`src/rtl/gcd_client.sv`:
```
// gcd_client: requester-side controller for a GCD engine.
//
// Takes one operand pair at a time from an upstream valid/ready source and
// sends the engine a one-cycle start pulse. It then waits for the engine's
// done strobe. If done does not arrive within TIMEOUT cycles, it returns an
// error response instead. The result goes downstream on a valid/ready output.
// When either operand is zero, the block produces the result itself and does
// not start the engine.
//
// Ports:
//   clk, rst                  clock; asynchronous active-low reset
//   in_valid/in_ready         upstream handshake; in_a, in_b are the operands
//   gcd_start                 one-cycle request pulse to the engine
//   gcd_a, gcd_b              operands to the engine, held until the next accept
//   gcd_done, gcd_res         engine completion strobe and result
//   out_valid/out_ready       downstream handshake; out_res result, out_err timeout
//   op_count                  count of completed output handshakes (wraps)
module gcd_client #(
  parameter int W       = 4,
  parameter int TIMEOUT = 32,
  parameter int CW      = 8
) (
  input  logic          clk,
  input  logic          rst,
  input  logic          in_valid,
  output logic          in_ready,
  input  logic [W-1:0]  in_a,
  input  logic [W-1:0]  in_b,
  output logic          gcd_start,
  output logic [W-1:0]  gcd_a,
  output logic [W-1:0]  gcd_b,
  input  logic          gcd_done,
  input  logic [W-1:0]  gcd_res,
  output logic          out_valid,
  input  logic          out_ready,
  output logic [W-1:0]  out_res,
  output logic          out_err,
  output logic [CW-1:0] op_count
);

  localparam int TW = $clog2(TIMEOUT + 1);

  typedef enum logic [1:0] {
    IDLE  = 2'd0,
    ISSUE = 2'd1,
    WAIT  = 2'd2,
    RESP  = 2'd3
  } state_t;

  state_t        state_q, state_d;
  logic [W-1:0]  a_q, a_d, b_q, b_d;
  logic [W-1:0]  res_q, res_d;
  logic          err_q, err_d;
  logic [TW-1:0] timer_q, timer_d;
  logic [CW-1:0] cnt_q, cnt_d;
  logic          in_ready_q, in_ready_d;
  logic          start_q, start_d;
  logic          valid_q, valid_d;

  // Next-state logic and next values of the registered outputs.
  always_comb begin
    state_d = state_q;
    a_d     = a_q;
    b_d     = b_q;
    res_d   = res_q;
    err_d   = err_q;
    timer_d = timer_q;
    cnt_d   = cnt_q;
    case (state_q)
      IDLE: begin
        // in_ready_q is part of the accept condition, so nothing is taken
        // in the first cycle after reset release, while in_ready is still 0.
        if (in_valid && in_ready_q) begin
          a_d = in_a;
          b_d = in_b;
          if ((in_a == {W{1'b0}}) || (in_b == {W{1'b0}})) begin
            // gcd(0,x) = x and gcd(0,0) = 0, which is the same as OR-ing the operands.
            res_d   = in_a | in_b;
            err_d   = 1'b0;
            state_d = RESP;
          end else begin
            state_d = ISSUE;
          end
        end else begin
          state_d = IDLE;
        end
      end
      ISSUE: begin
        timer_d = {TW{1'b0}};
        state_d = WAIT;
      end
      WAIT: begin
        timer_d = timer_q + TW'(1);
        // done is checked first, so a done on the final timeout cycle still counts.
        if (gcd_done) begin
          res_d   = gcd_res;
          err_d   = 1'b0;
          state_d = RESP;
        end else if (timer_q == TW'(TIMEOUT - 1)) begin
          res_d   = {W{1'b0}};
          err_d   = 1'b1;
          state_d = RESP;
        end else begin
          state_d = WAIT;
        end
      end
      RESP: begin
        if (out_ready) begin
          cnt_d   = cnt_q + CW'(1);
          state_d = IDLE;
        end else begin
          state_d = RESP;
        end
      end
      default: begin
        state_d = IDLE;
      end
    endcase
    // The handshake/strobe outputs are decoded from the next state so that,
    // once registered, they line up with the state they belong to.
    in_ready_d = (state_d == IDLE);
    start_d    = (state_d == ISSUE);
    valid_d    = (state_d == RESP);
  end

  // State and output registers; everything clears on reset.
  always_ff @(posedge clk or negedge rst) begin
    if (!rst) begin
      state_q    <= IDLE;
      a_q        <= {W{1'b0}};
      b_q        <= {W{1'b0}};
      res_q      <= {W{1'b0}};
      err_q      <= 1'b0;
      timer_q    <= {TW{1'b0}};
      cnt_q      <= {CW{1'b0}};
      in_ready_q <= 1'b0;
      start_q    <= 1'b0;
      valid_q    <= 1'b0;
    end else begin
      state_q    <= state_d;
      a_q        <= a_d;
      b_q        <= b_d;
      res_q      <= res_d;
      err_q      <= err_d;
      timer_q    <= timer_d;
      cnt_q      <= cnt_d;
      in_ready_q <= in_ready_d;
      start_q    <= start_d;
      valid_q    <= valid_d;
    end
  end

  assign in_ready  = in_ready_q;
  assign gcd_start = start_q;
  assign gcd_a     = a_q;
  assign gcd_b     = b_q;
  assign out_valid = valid_q;
  assign out_res   = res_q;
  assign out_err   = err_q;
  assign op_count  = cnt_q;

endmodule
```
`config.mk`:
```
export PLATFORM = sky130hd
export DESIGN_NAME = gcd_client
export DESIGN_NICKNAME = d
export VERILOG_FILES = /design/src/rtl/gcd_client.sv
export SDC_FILE = /design/constraint.sdc
export NUM_CORES = 1
export LEC_CHECK = 0
export BUFFER_PORTS_ARGS = -buffer_cell sky130_fd_sc_hd__buf_2
export CAP_MARGIN = 0
export CORE_MARGIN = 1
export CORE_UTILIZATION = 30
export CTS_CLUSTER_SIZE = 24
export DETAILED_ROUTE_END_ITERATION = 10
export PLACE_DENSITY = 0.57
export SLEW_MARGIN = 40
export SYNTH_ARGS = -nofsm -noshare
export SYNTH_HDL_FRONTEND = slang
export SYNTH_SLANG_ARGS = --single-unit
```
`constraint.sdc`:
```
create_clock -name clk -period 4.8 [get_ports clk]
set_input_delay 0.48 -clock clk [delete_from_list [all_inputs] [get_ports clk]]
set_output_delay 0.48 -clock clk [all_outputs]
set_load 0.01 [all_outputs]
```
==> metrics <==
Yosys reg bits=32; Cell Area, Synth=0.00159 mm2; IO Port Bufs=40; LEAKAGE=0.923 nW; status=finished, final reports clean; post-route insts no fill=250; 1st-iter DRT viols=32; vias per cell=4.56; most frequent cell after synthesis=dfrtp_1; syn_nets=161; normalized max-slew margin=0.685; Synth top cells by count=32 x dfrtp_1, 10 x o21ai_0, 9 x inv_1, 9 x mux2_2, 9 x nand3_1; Resized cells post-CTS=0; Max Cap Viol=0; Die Area=0.00561 mm2; DR WL/cell=12.1 um; final WL=3010 um; Vias=1141; CTS H-tree lvls=2; Hold Path Class=input port to asynchronous set/reset pin; DP Area=0.00186 mm2; reg-to-reg slack, setup=2.74 ns; Worst Path Arrival=2.23 ns; ys flop type=dfrtp_1; Root Driver=clkbuf_8; total gr overflow=0; Worst-Margin Slew=0.473 ns; Nets=204; share of post-route cells with drive strength above 1=0.372; initial antenna violation count=0; Final Cell Area=0.00196 mm2; Die Y=74.9 um; synth top area cells=dfrtp_1 50%, mux2_2 6.4%, ha_1 5.5%; synth unique cells=31; Final Power=0.000952 W; TritonRoute pass-1 iters=4; Clock Pin Slew Worst Setup and Hold Paths=0.06 ns; setup bufs post-CTS=0; CP startpoint kind=flop; EDFF count, synth=0; synth-to-layout area growth=23.2%; Final Util=0.384; FFs w/ async S/R, synth=1.00; final setup TNS=0 ns; maximum VDD drop=0.148 mV; critical path capture point type=flop; Clock Skew=0.00398 ns; met1 GRT Util=0.143; met3 usage=0.0388; GRT Overall Usage=0.114; Slew Limit Fails=0; Seq/Total Area, Yosys=0.502; row cnt=26; fillers=517; IO Count=41; clk buf depth=2; Skew-Pair Late Insertion Delay=0.28 ns; top-area cell type share of the netlist area=0.502; GRT Max-Usage Layer=met2; CTS tree=done; via count of the first global-routing pass=1031; largest net degree at the start of global routing=33; WP data required=4.97 ns; Mean Syn Cell Area=11.6 um2; Die X=74.9 um; GPL Wtd Cong=0.757; TritonCTS buffer count=5; core area=0.00511 mm2; dpl hpwl=2310 um; achievable frequency=486 MHz; DRC viols=0; crit share post-route=0.428; final setup violation count=0; clk sinks=32; met2 GRT Util=0.178; Yosys Warn Count=0; Final Hold Fails=0; placed instance count=243; Post-Synthesis Cells=137; worst-path fanout max=16; Post-CTS Hold Buffers=0; crit path kind=flop to flop; RSZ-0062 raised after global routing=false; first-pass GRT wire length=4670 um; Tmin final=2.06 ns; power density over the cells=485 mW/mm2; Initial Util=0.312; n_diodes=0; Antenna Nets Post-Route=0; Synth area leader=dfrtp_1
[registers in the layout, indices dropped and copies added, names as in the netlist]
name       cells
state_q        2
out_valid      1
gcd_start      1
out_res        4
gcd_a          4
out_err        1
in_ready       1
timer_q        6
gcd_b          4
op_count       8
[area by class of cell]
| cell class | instances | area [um2] | area share |
|---|---|---|---|
| Clock buffer | 7 | 96.3 | 0.0491 |
| Timing Repair Buffer | 40 | 203 | 0.103 |
| Inverter | 9 | 33.8 | 0.0172 |
| Tap cell | 70 | 87.6 | 0.0446 |
| Sequential cell | 32 | 801 | 0.408 |
| Multi-Input combinational cell | 92 | 742 | 0.378 |
[critical path, cell delays in order, from the launching register on]
cell and delay, ns:
dfrtp_1 0.40, inv_1 0.11, ha_1 0.46, inv_1 0.22, o32ai_4 0.43, mux2_4 0.33
[path summary, 6_finish.rpt]
| check | end | from | cells past startpoint |
|---|---|---|---|
| worst max register to register | out_res[1] | state_q[0] | 5 |
| max in group asynchronous | gcd_start | rst | 1 |
| worst min-delay path | op_count[7] | rst | 1 |
| worst min register to register | op_count[7] | op_count[7] | 1 |
| worst max-delay path | out_res[1] | state_q[0] | 5 |
| min in group clk | op_count[7] | op_count[7] | 1 |
[layout by cell type, fill, tap and decap left out, types with 2 or more instances in the layout]
cell / instances
buf_2: 39
dfrtp_1: 32
o21ai_0: 10
inv_1: 9
nand3_1: 9
mux2_2: 9
nor2_1: 8
ha_1: 7
clkbuf_8: 7
xnor2_1: 5
nand2_1: 5
nand4_1: 4
mux2_4: 4
nor2b_1: 3
nor3_1: 3
o22ai_1: 3
xor2_1: 3
a21oi_1: 3
nor4_4: 2
o21bai_1: 2
and2_1: 2
[cell families after synthesis]
group	Yosys count	share of synthesized area
xor+xnor	8	0.0440
mux	13	0.101
compound gates	22	0.101
fa+ha+maj	7	0.0549
buf+inv	13	0.0322
simple gates	42	0.164
flops	32	0.502
[power breakdown]
part | switching (W) | leakage, nW | internal, W | total, W
Clock | 0.0000930 | 0.0503 | 0.000127 | 0.000220
Sequential | 0.0000453 | 0.409 | 0.000349 | 0.000394
Combinational | 0.000169 | 0.464 | 0.000168 | 0.000338
[per-stage QoR]
step / hold WS (ns) / worst slack [ns]
after CTS: 0.274 / 2.73
after global placement: 0.456 / 2.77
after global routing: 0.158 / 2.57
after detailed placement: 0.465 / 2.73
final: 0.125 / 2.74
after floorplan: 0.184 / 3.15
[metal layers]
metal  vias up  share of wire
met5         -              0
met4         0          0.020
met2        38           0.46
met1       534           0.46
li1        564              -
met3         5          0.066
(Power assumes the default switching activity.)
